<file path="src/rtl/burst_sync_pkg.sv">
// Shared types and constants for the burst synchroniser.
//   state_t    : controller states
//   MODE_*     : encodings of the mode input
//   BCW        : burst counter width
//   sat_inc()  : saturating increment for the burst counter
package burst_sync_pkg;

  typedef enum logic [1:0] {
    IDLE,
    SEARCH,
    MESSAGE,
    HOLDOFF
  } state_t;

  localparam logic MODE_PEAK  = 1'b0;
  localparam logic MODE_FIRST = 1'b1;

  localparam int unsigned BCW = 16;

  function automatic logic [BCW-1:0] sat_inc(input logic [BCW-1:0] v);
    return (v == '1) ? v : v + 1'b1;
  endfunction

endpackage

</file>
<file path="src/rtl/burst_sync_peak_tracker.sv">
// Running maximum of the correlator magnitude over the search window.
//   clk, reset : sample clock, asynchronous active-high reset
//   load       : start a new window with corr at offset 0
//   update     : compare corr (at offset win_cnt) against the held maximum
//   corr       : correlator magnitude
//   win_cnt    : window offset of the current sample
//   max_val    : largest magnitude seen so far in the window
//   idx        : window offset of max_val (earliest one on ties)
module peak_tracker
  import burst_sync_pkg::*;
#(
  parameter int CW = 20,
  parameter int AW = 3
) (
  input  logic          clk,
  input  logic          reset,
  input  logic          load,
  input  logic          update,
  input  logic [CW-1:0] corr,
  input  logic [AW-1:0] win_cnt,
  output logic [CW-1:0] max_val,
  output logic [AW-1:0] idx
);

  // Strict compare keeps the earliest sample when magnitudes tie.
  always_ff @(posedge clk or posedge reset) begin
    if (reset) begin
      max_val <= '0;
      idx     <= '0;
    end else if (load) begin
      max_val <= corr;
      idx     <= '0;
    end else if (update && (corr > max_val)) begin
      max_val <= corr;
      idx     <= win_cnt;
    end
  end

endmodule

</file>
<file path="src/rtl/burst_sync.sv">
// Burst synchroniser: qualifies correlator output against a threshold,
// locates the preamble peak (peak-in-window or first-crossing), then issues
// the symbol-timing strobe, the message gate and a hold-off period.
//   clk, reset   : decimated sample clock, asynchronous active-high reset
//   sample_en    : corr/thresh valid; FSM and counters advance only then
//   clear        : synchronous abort to IDLE on any cycle
//   mode         : 0 peak-in-window, 1 first-crossing; latched leaving IDLE
//   corr, thresh : unsigned correlator magnitude and detection threshold
//   strobe       : one-clk pulse, one clk after the deciding sample
//   ena_message  : message gate for the demodulator/decoder
//   peak_val     : captured peak magnitude (updated with strobe)
//   peak_age     : samples between the peak sample and the deciding sample
//   busy         : controller outside IDLE
//   burst_cnt    : saturating count of strobes
module burst_sync
  import burst_sync_pkg::*;
#(
  parameter int CW       = 20,
  parameter int WIN_LEN  = 8,
  parameter int MSG_LEN  = 204,
  parameter int HOLD_LEN = 16,
  parameter int AW       = $clog2(WIN_LEN)
) (
  input  logic           clk,
  input  logic           reset,
  input  logic           sample_en,
  input  logic           clear,
  input  logic           mode,
  input  logic [CW-1:0]  corr,
  input  logic [CW-1:0]  thresh,
  output logic           strobe,
  output logic           ena_message,
  output logic [CW-1:0]  peak_val,
  output logic [AW-1:0]  peak_age,
  output logic           busy,
  output logic [BCW-1:0] burst_cnt
);

  localparam int MW = (MSG_LEN > 1) ? $clog2(MSG_LEN) : 1;
  localparam int HW = (HOLD_LEN > 1) ? $clog2(HOLD_LEN) : 1;
  localparam logic [AW-1:0] WIN_LAST  = AW'(WIN_LEN - 1);
  localparam logic [MW-1:0] MSG_LAST  = MW'(MSG_LEN - 1);
  localparam logic [HW-1:0] HOLD_LAST = HW'((HOLD_LEN > 0) ? HOLD_LEN - 1 : 0);

  state_t        state, state_n;
  logic          mode_q, mode_n;
  logic          pend_q, pend_n;   // peak decided; strobe due on the next clk
  logic          last_q, last_n;   // final message sample seen; gate drops next clk
  logic [AW-1:0] win_cnt, win_cnt_n;
  logic [MW-1:0] msg_cnt, msg_cnt_n;
  logic [HW-1:0] hold_cnt, hold_cnt_n;
  logic          strobe_n, ena_n;
  logic          trk_load, trk_update;
  logic [CW-1:0] max_val;
  logic [AW-1:0] idx;
  logic          detect;

  assign detect = corr > thresh;

  peak_tracker #(
    .CW (CW),
    .AW (AW)
  ) u_peak_tracker (
    .clk     (clk),
    .reset   (reset),
    .load    (trk_load),
    .update  (trk_update),
    .corr    (corr),
    .win_cnt (win_cnt),
    .max_val (max_val),
    .idx     (idx)
  );

  always_comb begin
    state_n    = state;
    mode_n     = mode_q;
    pend_n     = pend_q;
    last_n     = last_q;
    win_cnt_n  = win_cnt;
    msg_cnt_n  = msg_cnt;
    hold_cnt_n = hold_cnt;
    strobe_n   = 1'b0;
    ena_n      = ena_message;
    trk_load   = 1'b0;
    trk_update = 1'b0;

    if (clear) begin
      state_n    = IDLE;
      pend_n     = 1'b0;
      last_n     = 1'b0;
      win_cnt_n  = '0;
      msg_cnt_n  = '0;
      hold_cnt_n = '0;
      ena_n      = 1'b0;
    end else begin
      unique case (state)
        IDLE: begin
          if (sample_en && detect) begin
            trk_load  = 1'b1;
            mode_n    = mode;
            win_cnt_n = AW'(1);
            if (mode == MODE_FIRST) begin
              state_n = MESSAGE;
              pend_n  = 1'b1;
            end else begin
              state_n = SEARCH;
            end
          end
        end
        SEARCH: begin
          if (sample_en) begin
            trk_update = 1'b1;
            win_cnt_n  = win_cnt + 1'b1;
            if (win_cnt == WIN_LAST) begin
              state_n   = MESSAGE;
              pend_n    = 1'b1;
              win_cnt_n = '0;
            end
          end
        end
        MESSAGE: begin
          // The strobe and gate-drop cycles are clock-timed, so a sample_en
          // on those cycles is neither counted nor needed.
          if (pend_q) begin
            pend_n   = 1'b0;
            strobe_n = 1'b1;
            ena_n    = 1'b1;
          end else if (last_q) begin
            last_n    = 1'b0;
            ena_n     = 1'b0;
            msg_cnt_n = '0;
            state_n   = (HOLD_LEN == 0) ? IDLE : HOLDOFF;
          end else if (sample_en) begin
            if (msg_cnt == MSG_LAST) begin
              last_n = 1'b1;
            end else begin
              msg_cnt_n = msg_cnt + 1'b1;
            end
          end
        end
        HOLDOFF: begin
          if (sample_en) begin
            if (hold_cnt == HOLD_LAST) begin
              state_n    = IDLE;
              hold_cnt_n = '0;
            end else begin
              hold_cnt_n = hold_cnt + 1'b1;
            end
          end
        end
        default: state_n = IDLE;
      endcase
    end
  end

  always_ff @(posedge clk or posedge reset) begin
    if (reset) begin
      state       <= IDLE;
      mode_q      <= MODE_PEAK;
      pend_q      <= 1'b0;
      last_q      <= 1'b0;
      win_cnt     <= '0;
      msg_cnt     <= '0;
      hold_cnt    <= '0;
      strobe      <= 1'b0;
      ena_message <= 1'b0;
      busy        <= 1'b0;
      peak_val    <= '0;
      peak_age    <= '0;
      burst_cnt   <= '0;
    end else begin
      state       <= state_n;
      mode_q      <= mode_n;
      pend_q      <= pend_n;
      last_q      <= last_n;
      win_cnt     <= win_cnt_n;
      msg_cnt     <= msg_cnt_n;
      hold_cnt    <= hold_cnt_n;
      strobe      <= strobe_n;
      ena_message <= ena_n;
      busy        <= (state_n != IDLE);
      if (strobe_n) begin
        peak_val  <= max_val;
        peak_age  <= (mode_q == MODE_PEAK) ? WIN_LAST - idx : '0;
        burst_cnt <= sat_inc(burst_cnt);
      end
    end
  end

endmodule

</file>
<file path="config.mk">
export PLATFORM = sky130hd
export DESIGN_NAME = burst_sync
export DESIGN_NICKNAME = d
export VERILOG_FILES = /design/src/rtl/burst_sync_pkg.sv /design/src/rtl/burst_sync_peak_tracker.sv /design/src/rtl/burst_sync.sv
export SDC_FILE = /design/constraint.sdc
export NUM_CORES = 1
export LEC_CHECK = 0
export CAP_MARGIN = 20
export CORE_ASPECT_RATIO = 1.5
export CORE_MARGIN = 2
export CORE_UTILIZATION = 55
export CTS_BUF_LIST = sky130_fd_sc_hd__clkbuf_4
export CTS_CLUSTER_SIZE = 16
export DETAILED_ROUTE_END_ITERATION = 16
export HOLD_SLACK_MARGIN = 0.05
export PLACE_DENSITY = 0.93
export SYNTH_ARGS = -nofsm -noshare
export SYNTH_HDL_FRONTEND = slang
export SYNTH_SLANG_ARGS = --single-unit
</file>
<file path="constraint.sdc">
create_clock -name clk -period 3.7 [get_ports clk]
set_input_delay 0.925 -clock clk [delete_from_list [all_inputs] [get_ports clk]]
set_output_delay 0.925 -clock clk [all_outputs]
set_load 0.005 [all_outputs]
</file>
=== Yosys cells after proc, flatten, opt, wreduce, memory -nomap -nowiden ===
Index checks and enable logic that the tools add are counted.

* Reductions and logical operators: 20
* Bitwise gates (word level): 2
* Magnitude comparators: 2
* Equal/unequal tests: 13
* Multiplexer cells: 55
* Add/sub/neg operators: 5

{| class="wikitable"
|+ Operators with widths
! cell !! number
|-
| $mux 8 || 6
|-
| $gt 20x20->1 || 2
|-
| $mux 20 || 2
|-
| $mux 1 || 24
|-
| $mux 3 || 7
|-
| $mux 2 || 9
|-
| $add 16x1->16 const B || 1
|-
| $eq 16x16->1 const B || 1
|-
| $mux 4 || 4
|-
| $ne 3x3->1 const B || 5
|-
| $reduce_bool 2->1 || 5
|-
| $reduce_bool 3->1 || 3
|-
| $add 8x1->8 const B || 1
|-
| $eq 8x8->1 const B || 1
|-
| $pmux 2 s4 || 1
|-
| $reduce_and 2->1 || 4
|-
| $pmux 3 s2 || 1
|-
| $reduce_and 3->1 || 2
|-
| $reduce_and 5->1 || 1
|-
| $add 4x1->4 const B || 1
|-
| $eq 2x2->1 const B || 2
|-
| $eq 4x4->1 const B || 1
|-
| $reduce_and 4->1 || 1
|-
| $reduce_bool 4->1 || 1
|-
| other kinds (9) || 11
|}

* Bits of input ports: 45
* Output and inout bits: 42
* Register bits: 85
* Word-level logic and storage cells: 112

=== Logic depth before layout (Yosys ltp) ===
Gate-level depths: netlist of run 1.

* Depth after elaboration: 7
* Gate-level depth with buffers: 9
* Depth with buffers taken out: 8

=== Modules after synthesis ===
From an unflattened synthesis of run 1, not the netlist that was laid out.

* Cell total of the unflattened synthesis: 526
* Area, all modules: 4984.8 µm²

{| class="wikitable"
|+ Modules (own cells, without submodules)
! module !! times used !! cells an instance !! area each (µm²)
|-
| burst_sync || 1 || 354 || 3304.4
|-
| peak_tracker || 1 || 172 || 1680.4
|}

=== Least setup slack after synthesis of run 1 ===
No wires, ideal clock.

* Kind: input -> register
* From: input corr[11]
* To: register u_peak_tracker.max_val[0]
* Arrival time: 2.648 ns
* Setup slack: 0.927 ns
* Stages on the path: 8
* Setup time: 0.125 ns
* Cell sequence: ha_1 > and4_1 > and4_1 > o21ai_1 > o2111ai_1 > a22oi_2 > buf_6 > mux2_4

* Longest elaborated chain between the ends: 6

{| class="wikitable"
|+ Ends and longest elaborated chain
! what !! line !! RTL
|-
| from (decl) || burst_sync.sv:29 || <nowiki>input logic [CW-1:0] corr,</nowiki>
|-
| $gt 20x20->1 || burst_sync.sv:58 || <nowiki>assign detect = corr > thresh;</nowiki>
|-
| $logic_and 1x1->1 || burst_sync.sv:98 || <nowiki>if (sample_en && detect) begin</nowiki>
|-
| $mux 1 || burst_sync.sv:98 ||
|-
| $mux 1 || burst_sync.sv:96 || <nowiki>unique case (state)</nowiki>
|-
| $mux 1 || burst_sync.sv:87 || <nowiki>if (clear) begin</nowiki>
|-
| $mux 20 or $reduce_bool 2->1 (tied branches) || n/a ||
|-
| to (signal assigned) || burst_sync_peak_tracker.sv:31 || <nowiki>max_val <= corr;</nowiki>
|-
| to (signal assigned) || burst_sync_peak_tracker.sv:34 || <nowiki>max_val <= corr;</nowiki>
|-
| to (decl) || burst_sync_peak_tracker.sv:21 || <nowiki>output logic [CW-1:0] max_val,</nowiki>
|}

Several ways; a longest one is shown, not always the timed one.
A chain may end at the register's enable or synchronous reset.

=== Final worst setup path of run 1 ===
* From: input corr[15]
* To: register u_peak_tracker.max_val[0]

The elaborated chain is that of the path after synthesis.

==> flow_summary_export.csv, run 1 <==
group,metric,value,unit
route,first_iter_violations,210,
layout,fillCellCount,575,
yosys,synth.area.top_cells,"dfrtp_1 (45%), ha_1 (12%), mux2_4 (6.3%), nand2_1 (4.4%), inv_1 (3.9%)",
die,rows,41,
route,post_drt_wl_per_cell,16.6,microns
yosys,syn_area,4770,sq um
job,max-cap-violations,0,
yosys,seq_area_frac_synth,0.446,
clock_network,h-tree-depth,3,
placed_design,place_congestion,0.838,
global_route,overflow,0,
die,die_y,118,microns
yosys,yosysMostFrequentCell,"dfrtp_1",
worst_setup_path,cpLargestDelayFamily,"compound AO/OA/AOI/OAI gates",
worst_setup_path,cp-end-kind,"flip-flop",
timing,finalHoldViolations,0,
timing,finalSetupTns,0,ps
yosys,synth_top_area_frac,0.446,
yosys,ys_types,46,
worst_setup_path,crit_fanout,8,
timing,fin_crit,3220,ps
timing,fmax,310,MHz
pwr,powerDensity,426,nW/um^2
placed_design,port_buffers,86,
worst_setup_path,cp_slowest_cell,"clkdlybuf4s50_1",
yosys,async_flop_share,1.00,
pwr,irDropWorstVdd,0.000228,V
timing,finalCritPeriodShare,0.870,
clock_network,ctsHoldBuffers,0,
timing,setup_viol_count_final,0,
yosys,synth-main-ff-cell,"dfrtp_1",
pwr,p_leak,2.93,nW
status,status,"completed",
worst_setup_path,crit_chain,"clkdlybuf4s50_1 > ha_1 > a21oi_1 > o21ai_0 > a221oi_1 > o211ai_1 > a22oi_2 > buf_4 > mux2_4",
die,start_util,0.567,
clock_network,clock_path_buffers,2,
clock_network,clock_sinks,85,
die,dieArea,9450,sq um
worst_setup_path,cp.arrival,3560,ps
route,via_count,3809,
worst_setup_path,cp-start-kind,"input port",
pwr,total_power,2.53,mW
layout,seqCellArea,2130,sq um
placed_design,place_hpwl,8.59,mm
die,io_pins,87,
route,routed_via_density,5.66,
layout,insertedDiodeCount,0,
clock_network,insertion_delay,460,ps
yosys,ys_warn_count,0,
yosys,synth_common_cells,"dfrtp_1 (85), nand2_1 (56), inv_1 (49), ha_1 (45), o21ai_0 (34)",
min_path,hold_class,"flip-flop to flip-flop",
global_route,grt_pass1_wl,18.5,mm
clock_network,cts_buffers,9,
yosys,syn_inst,470,
route,drc_errors,0,
timing,finClkSkew,18.9,ps
die,die_w,80.1,microns
global_route,grt.total_usage,0.249,
route,ant_nets,0,
global_route,grt_max_degree,46,
yosys,syn_area_per_cell,10.2,sq um
clock_network,cts_resized,0,
timing,slew_headroom,0.592,
route,totalWireLength,11.1,mm
layout,nets,651,
layout,syn2layout_area_growth,24.2,%
clock_network,clk_pin_slew,130,ps
clock_network,post-cts-setup-buffers,0,
die,coreArea,8410,sq um
timing,drv_slew,0,
timing,tightest_slew,611,ps
layout,final_cells,673,
layout,fin_util,0.705,
yosys,synth_edf_count,0,
placed_design,place_inst,657,
worst_setup_path,cp.required,4040,ps
timing,rsz0062_at_grt,"false",
worst_setup_path,crit_type,"input port to flip-flop",
yosys,synth-seq-cells,85,
clock_network,clock_tree.root_cell,"clkbuf_4",
global_route,antenna_found_initial,0,
yosys,yosys.area.top_type,"dfrtp_1",
worst_setup_path,crit_buf_inv,2,
global_route,first_global_vias,3971,
clock_network,tritoncts,"built",
yosys,synth_nets,560,
layout,multi_input_area,2390,sq um
route,first_pass_iters,4,
layout,final_layout_size_suffix_gt1_frac,0.0972,
worst_setup_path,slowest_delay,480,ps
-- registers in the layout, summed over array words and instances (netlist names) --
| signal | cells |
|---|---|
| ena_message | 1 |
| u_peak_tracker.idx | 3 |
| last_q | 1 |
| peak_age | 3 |
| win_cnt | 3 |
| busy | 1 |
| hold_cnt | 4 |
| burst_cnt | 16 |
| msg_cnt | 8 |
| peak_val | 20 |
| mode_q | 1 |
| state | 2 |
| u_peak_tracker.max_val | 20 |
| strobe | 1 |
| pend_q | 1 |
-- metrics by stage --
step	area [sq um]	setup WS [ps]	hold WS, ps
CTS	5930	496	474
finish	5930	479	473
floorplan	4770	582	424
global route	5930	322	480
detailed placement	5750	5.34	448
global placement	5750	118	449
-- logic make-up (layout without fill, tap and decap cells) --
group	count (synthesis)	in the layout	synth area share
flip-flops	85	85	0.446
buffers and inverters	62	158	0.0540
multiplexers	23	23	0.0697
AO/OA/AOI/OAI	92	92	0.119
adder cells (fa/ha/maj)	45	45	0.118
XOR/XNOR	22	22	0.0404
AND/OR/NAND/NOR	141	141	0.153
-- worst reg2reg max path, stage by stage (launching register included) --
cell and delay (ps):
dfrtp_1 420, inv_1 110, ha_1 280, and4_1 260, and4_1 210, o21ai_1 130
o2111ai_1 250, a22oi_2 280, buf_4 250, mux2_4 320
-- power breakdown --
part	leakage (nW)	internal, mW	switching, mW	total, mW
clock network	0.0997	0.340	0.317	0.656
logic	1.70	0.383	0.328	0.712
registers	1.13	1.06	0.0965	1.16
total	2.93	1.78	0.742	2.53
-- path summary, 6_finish.rpt --
kind	from	to	slack (ps)	depth (start not counted)
setup / recovery	corr[15]	u_peak_tracker.max_val[0]$_DFFE_PP0P_	480	9
hold / removal	u_peak_tracker.idx[2]$_DFFE_PP0P_	peak_age[2]$_DFFE_PP0P_	470	1
setup reg to reg	u_peak_tracker.max_val[15]$_DFFE_PP0P_	u_peak_tracker.max_val[0]$_DFFE_PP0P_	1070	9
hold reg to reg	u_peak_tracker.idx[2]$_DFFE_PP0P_	peak_age[2]$_DFFE_PP0P_	470	1
max in group asynchronous	reset	peak_val[0]$_DFFE_PP0P_	2100	3
min in group asynchronous	reset	burst_cnt[15]$_DFFE_PP0P_	820	2
-- per-layer routing --
layer / wire length [microns] / global-route usage
met1: 4260 / 0.291
met2: 6150 / 0.444
met3: 527 / 0.0521
met4: 204 / 0.0805
met5: 0 / 0
-- cells in the final DEF (no fill, tap or decap), types with 9 or more instances in the layout --
master | Yosys | layout
xor2_1 | 12 | 12
and3_1 | 11 | 11
ha_1 | 45 | 45
inv_1 | 49 | 48
o21ai_0 | 34 | 34
nor2_1 | 21 | 21
nand2_1 | 56 | 56
clkbuf_4 | 0 | 9
mux2_4 | 20 | 20
xnor2_1 | 10 | 10
and4_1 | 11 | 11
dfrtp_1 | 85 | 85
nand3_1 | 20 | 20
clkdlybuf4s50_1 | 0 | 86
a21oi_1 | 30 | 30
-- area by class of cell --
cell class | count | share of cell area
Multi-Input combinational cell | 323 | 0.403
Sequential cell | 85 | 0.359
Timing Repair Buffer | 93 | 0.154
Inverter | 49 | 0.0312
Tap cell | 107 | 0.0226
Clock inverter | 7 | 0.0192
Clock buffer | 9 | 0.0114
No activity file was read; power rests on OpenSTA's default activity.
==> inputs of run 2 (changes only) <==
- ABC_AREA: not set -> 1
==> flow_summary_export.csv, run 2 <==
group,metric,value,unit
yosys,synth_nets,709,
global_route,first_global_vias,4491,
timing,finalSetupTns,0,ps
pwr,irDropWorstVdd,0.000196,V
clock_network,cts_buffers,9,
route,first_iter_violations,277,
route,post_drt_wl_per_cell,14.4,microns
layout,fillCellCount,645,
placed_design,port_buffers,86,
clock_network,clock_path_buffers,2,
yosys,seq_area_frac_synth,0.425,
yosys,synth_edf_count,0,
timing,tightest_slew,771,ps
layout,layout_common_cells,"nand2_1 (165), clkdlybuf4s50_1 (86), dfrtp_1 (85)",
timing,rsz0062_at_grt,"false",
worst_setup_path,crit_type,"input port to flip-flop",
yosys,syn_inst,619,
route,drc_errors,0,
yosys,async_flop_share,1.00,
clock_network,clock_tree.root_cell,"clkbuf_4",
yosys,ys_types,38,
yosys,synth-seq-cells,85,
layout,seqCellArea,2130,sq um
clock_network,insertion_delay,440,ps
yosys,yosysMostFrequentCell,"nand2_1",
clock_network,post-cts-setup-buffers,0,
layout,fin_util,0.688,
job,max-cap-violations,0,
layout,layout_commonest_cell,"nand2_1",
die,start_util,0.567,
pwr,p_leak,3.06,nW
timing,slew_headroom,0.485,
worst_setup_path,crit_chain,"clkdlybuf4s50_1 > ha_1 > nand2_1 > nor2_1 > nand4_1 > nor2_1 > nand2_1 > nand3_2 > nand2_2 > nand2_4 > nand2_1 > nand2_1",
placed_design,place_hpwl,9.20,mm
clock_network,clock_sinks,85,
clock_network,cts_resized,0,
yosys,syn_area,5000,sq um
worst_setup_path,crit_fanout,24,
timing,fin_crit,2940,ps
global_route,overflow,0,
status,status,"completed",
timing,finClkSkew,16.6,ps
pwr,total_power,2.38,mW
die,rows,42,
global_route,grt_max_degree,47,
clock_network,clk_pin_slew,130,ps
global_route,grt.total_usage,0.262,
global_route,grt_pass1_wl,20.1,mm
route,first_pass_iters,5,
global_route,antenna_found_initial,1,
yosys,synth_common_cells,"nand2_1 (165), dfrtp_1 (85), inv_1 (82), nand3_1 (49), ha_1 (45)",
worst_setup_path,cp.required,4080,ps
yosys,synth.area.top_cells,"dfrtp_1 (43%), nand2_1 (12%), ha_1 (11%), inv_1 (6.2%), nand3_1 (4.9%)",
route,routed_via_density,5.42,
timing,drv_slew,0,
die,dieArea,9890,sq um
yosys,syn_area_per_cell,8.08,sq um
placed_design,place_congestion,0.890,
worst_setup_path,slowest_delay,480,ps
die,die_w,81.9,microns
die,coreArea,8830,sq um
layout,reg.largest.list,"peak_val x20, u_peak_tracker.max_val x20, burst_cnt x16",
die,die_y,121,microns
worst_setup_path,cp_slowest_cell,"clkdlybuf4s50_1",
layout,nets,797,
yosys,synth-main-ff-cell,"dfrtp_1",
timing,finalCritPeriodShare,0.793,
yosys,synth_top_area_frac,0.425,
pwr,powerDensity,392,nW/um^2
yosys,ys_warn_count,0,
layout,syn2layout_area_growth,21.3,%
die,io_pins,87,
worst_setup_path,cpMostUsedCell,"nand2_1",
layout,multi_input_area,2450,sq um
worst_setup_path,cp-start-kind,"input port",
route,totalWireLength,11.8,mm
worst_setup_path,cp-end-kind,"flip-flop",
timing,fmax,341,MHz
min_path,hold_class,"flip-flop to flip-flop",
layout,final_layout_size_suffix_gt1_frac,0.0759,
clock_network,ctsHoldBuffers,0,
route,via_count,4454,
timing,setup_viol_count_final,0,
clock_network,h-tree-depth,3,
route,ant_nets,0,
clock_network,tritoncts,"built",
worst_setup_path,cp.arrival,3310,ps
yosys,yosys.area.top_type,"dfrtp_1",
timing,finalHoldViolations,0,
==> run 2: per-layer routing <==
layer	wire (microns)	global-route usage	vias to the layer above
li1	-	-	2167
met1	4740	0.309	2108
met2	6120	0.452	139
met3	552	0.0433	40
met4	399	0.127	0
met5	0	0	-
==> run 2: cell type report <==
class | count | share of cell area
multi-input cells | 433 | 0.404
flip-flops and latches | 85 | 0.350
repair buffers | 91 | 0.150
inverters | 87 | 0.0540
well taps | 110 | 0.0227
clock buffers | 11 | 0.0136
clock inverters | 4 | 0.00433
diodes | 1 | 0.000412
==> run 2: power by group <==
part           total, mW  internal [mW]  switching (mW)
clock              0.463          0.149           0.314
combinational      0.731          0.361           0.369
sequential          1.18           1.08           0.103
==> run 2: per-stage QoR <==
step | instances | setup slack, ps | hold WS, ps | area, sq um
floorplan | 619 | 582 | 433 | 5000
global placement | 806 | 443 | 458 | 5960
detailed placement | 806 | 367 | 455 | 5960
CTS | 821 | 818 | 478 | 6070
global route | 822 | 502 | 499 | 6070
finish | 822 | 765 | 476 | 6070
==> run 2: worst max-delay path: cells and delay by family <==
family | cells | cell delay [ps]
fa+ha+maj | 1 | 330
simple gates | 10 | 1570
buf+inv | 1 | 480
==> run 2: path summary, 6_finish.rpt <==
check,startpoint,to,slack [ps],depth (start not counted)
max,corr[11],u_peak_tracker.max_val[5]$_DFFE_PP0P_,760,12
min,u_peak_tracker.idx[2]$_DFFE_PP0P_,peak_age[2]$_DFFE_PP0P_,480,1
max reg2reg,u_peak_tracker.max_val[11]$_DFFE_PP0P_,u_peak_tracker.max_val[5]$_DFFE_PP0P_,1330,12
min reg2reg,u_peak_tracker.idx[2]$_DFFE_PP0P_,peak_age[2]$_DFFE_PP0P_,480,1
max in group asynchronous,reset,u_peak_tracker.max_val[16]$_DFFE_PP0P_,2090,3
min in group asynchronous,reset,msg_cnt[0]$_DFFE_PP0P_,900,2
==> run 2: cell families after synthesis <==
logic type	after synthesis	share of synthesized area
AND/OR/NAND/NOR	299	0.270
adder cells (fa/ha/maj)	45	0.113
flip-flops	85	0.425
XOR/XNOR	19	0.0333
AO/OA/AOI/OAI	69	0.0733
buffers and inverters	101	0.0843
multiplexers	1	0.00200
==> inputs of run 3 (changes only) <==
- clock period: 3.7 -> 3.08 ns (I/O delays scaled with it)
==> flow_summary_export.csv, run 3 (synthesis results as in run 2) <==
group,metric,value,unit
clock_network,post-cts-setup-buffers,0,
route,dr_wl_met2,6.55,mm
route,dr.max_layer_used,"met4",
route,routed_via_density,5.63,
clock_network,h-tree-depth,3,
worst_setup_path,cp.required,3410,ps
placed_design,place_congestion,0.878,
die,io_pins,87,
global_route,first_global_vias,4552,
placed_design,port_buffers,86,
timing,tightest_slew,522,ps
clock_network,tritoncts,"built",
die,dieArea,9890,sq um
worst_setup_path,crit_type,"input port to flip-flop",
route,m1WireLength,4.74,mm
route,totalWireLength,12.5,mm
timing,finalCritPeriodShare,0.852,
clock_network,clock_path_buffers,2,
timing,rsz0062_at_grt,"false",
worst_setup_path,r2r_setup_slack,900,ps
timing,fin_crit,2620,ps
timing,slew_headroom,0.652,
layout,nets,799,
status,status,"completed",
layout,final_cells,822,
clock_network,cts_buffers,9,
route,via_count,4626,
die,die_y,121,microns
die,rows,42,
layout,layout_common_cells,"nand2_1 (165), clkdlybuf4s50_1 (86), dfrtp_1 (85)",
route,post_drt_wl_per_cell,15.2,microns
clock_network,clock_sinks,85,
layout,reg.largest.list,"peak_val x20, u_peak_tracker.max_val x20, burst_cnt x16",
global_route,antenna_found_initial,0,
route,drc_errors,0,
layout,insertedDiodeCount,0,
placed_design,place_hpwl,9.67,mm
route,first_iter_violations,353,
placed_design,place_inst,808,
route,ant_nets,0,
worst_setup_path,cp.arrival,2960,ps
global_route,grt_max_degree,47,
job,max-cap-violations,0,
timing,fmax,381,MHz
pwr,p_leak,3.09,nW
clock_network,clock_tree.root_cell,"clkbuf_4",
layout,final_layout_size_suffix_gt1_frac,0.0758,
clock_network,cts_resized,0,
timing,finalSetupTns,0,ps
layout,fin_util,0.692,
clock_network,insertion_delay,440,ps
pwr,powerDensity,479,nW/um^2
layout,layout_commonest_cell,"nand2_1",
timing,finalHoldViolations,0,
layout,syn2layout_area_growth,22.1,%
die,die_w,81.9,microns
worst_setup_path,crit_fanout,20,
global_route,overflow,0,
worst_setup_path,cp-start-kind,"input port",
min_path,hold_class,"flip-flop to flip-flop",
global_route,grt_pass1_wl,20.2,mm
timing,drv_slew,0,
pwr,irDropWorstVdd,0.000294,V
route,wl_met3,773,microns
die,coreArea,8830,sq um
die,start_util,0.567,
timing,finClkSkew,20.9,ps
worst_setup_path,cp-end-kind,"flip-flop",
timing,setup_viol_count_final,0,
clock_network,clk_pin_slew,130,ps
global_route,grt.total_usage,0.263,
route,first_pass_iters,5,
clock_network,ctsHoldBuffers,0,
==> run 3: changes by cell type in the layout (fill, tap and decap cells not counted), sizes merged <==
cell      before  now
buf            5    7
diode          1    0
bufinv         0    1
clkinv         5    4
clkinvlp       1    0
==> run 3: worst paths after layout <==
kind | startpoint | to | depth (start not counted)
hold / removal | u_peak_tracker.idx[0]$_DFFE_PP0P_ | peak_age[0]$_DFFE_PP0P_ | 1
min in group asynchronous | reset | peak_age[0]$_DFFE_PP0P_ | 2
max in group asynchronous | reset | peak_val[8]$_DFFE_PP0P_ | 3
setup / recovery | corr[17] | u_peak_tracker.max_val[7]$_DFFE_PP0P_ | 10
hold reg to reg | u_peak_tracker.idx[0]$_DFFE_PP0P_ | peak_age[0]$_DFFE_PP0P_ | 1
setup reg to reg | u_peak_tracker.max_val[19]$_DFFE_PP0P_ | u_peak_tracker.max_val[7]$_DFFE_PP0P_ | 12
==> run 3: area by class of cell <==
type | count | area (sq um)
Tap cell | 110 | 138
Inverter | 87 | 328
Clock buffer | 11 | 82.6
Multi-Input combinational cell | 433 | 2450
Clock inverter | 3 | 38.8
Fill cell | 661 | 2720
Sequential cell | 85 | 2130
Timing Repair Buffer | 93 | 938
==> run 3: metrics by stage <==
step | power (mW) | area (sq um) | hold slack [ps] | setup WS (ps)
after floorplan | 1.90 | 5000 | 433 | 117
after global placement | 2.26 | 5990 | 457 | 144
after detailed placement | 2.33 | 5990 | 461 | 80.0
after CTS | 2.93 | 6110 | 479 | 530
after global routing | 3.10 | 6110 | 488 | 361
final | 2.92 | 6110 | 476 | 456
==> run 3: routing by layer <==
layer	vias to the layer above	GRT usage
met2	210	0.455
met3	41	0.0515
met4	0	0.129
li1	2179	-
met5	-	0
met1	2196	0.303
==> run 3: worst max-delay path, cell delays in order <==
cell,delay (ps)
clkdlybuf4s50_1,520
ha_1,370
a21oi_1,170
o21ai_0,130
a21oi_1,230
nand3_2,160
nand2_2,200
nand2_4,220
nand2_1,120
nand2_1,60
==> run 3: where the power goes <==
part           switching (mW)  leakage [nW]  internal (mW)
Clock                   0.355        0.0702          0.254
Combinational           0.452          1.88          0.436
Sequential              0.126          1.13           1.30
Total                   0.933          3.09           1.99
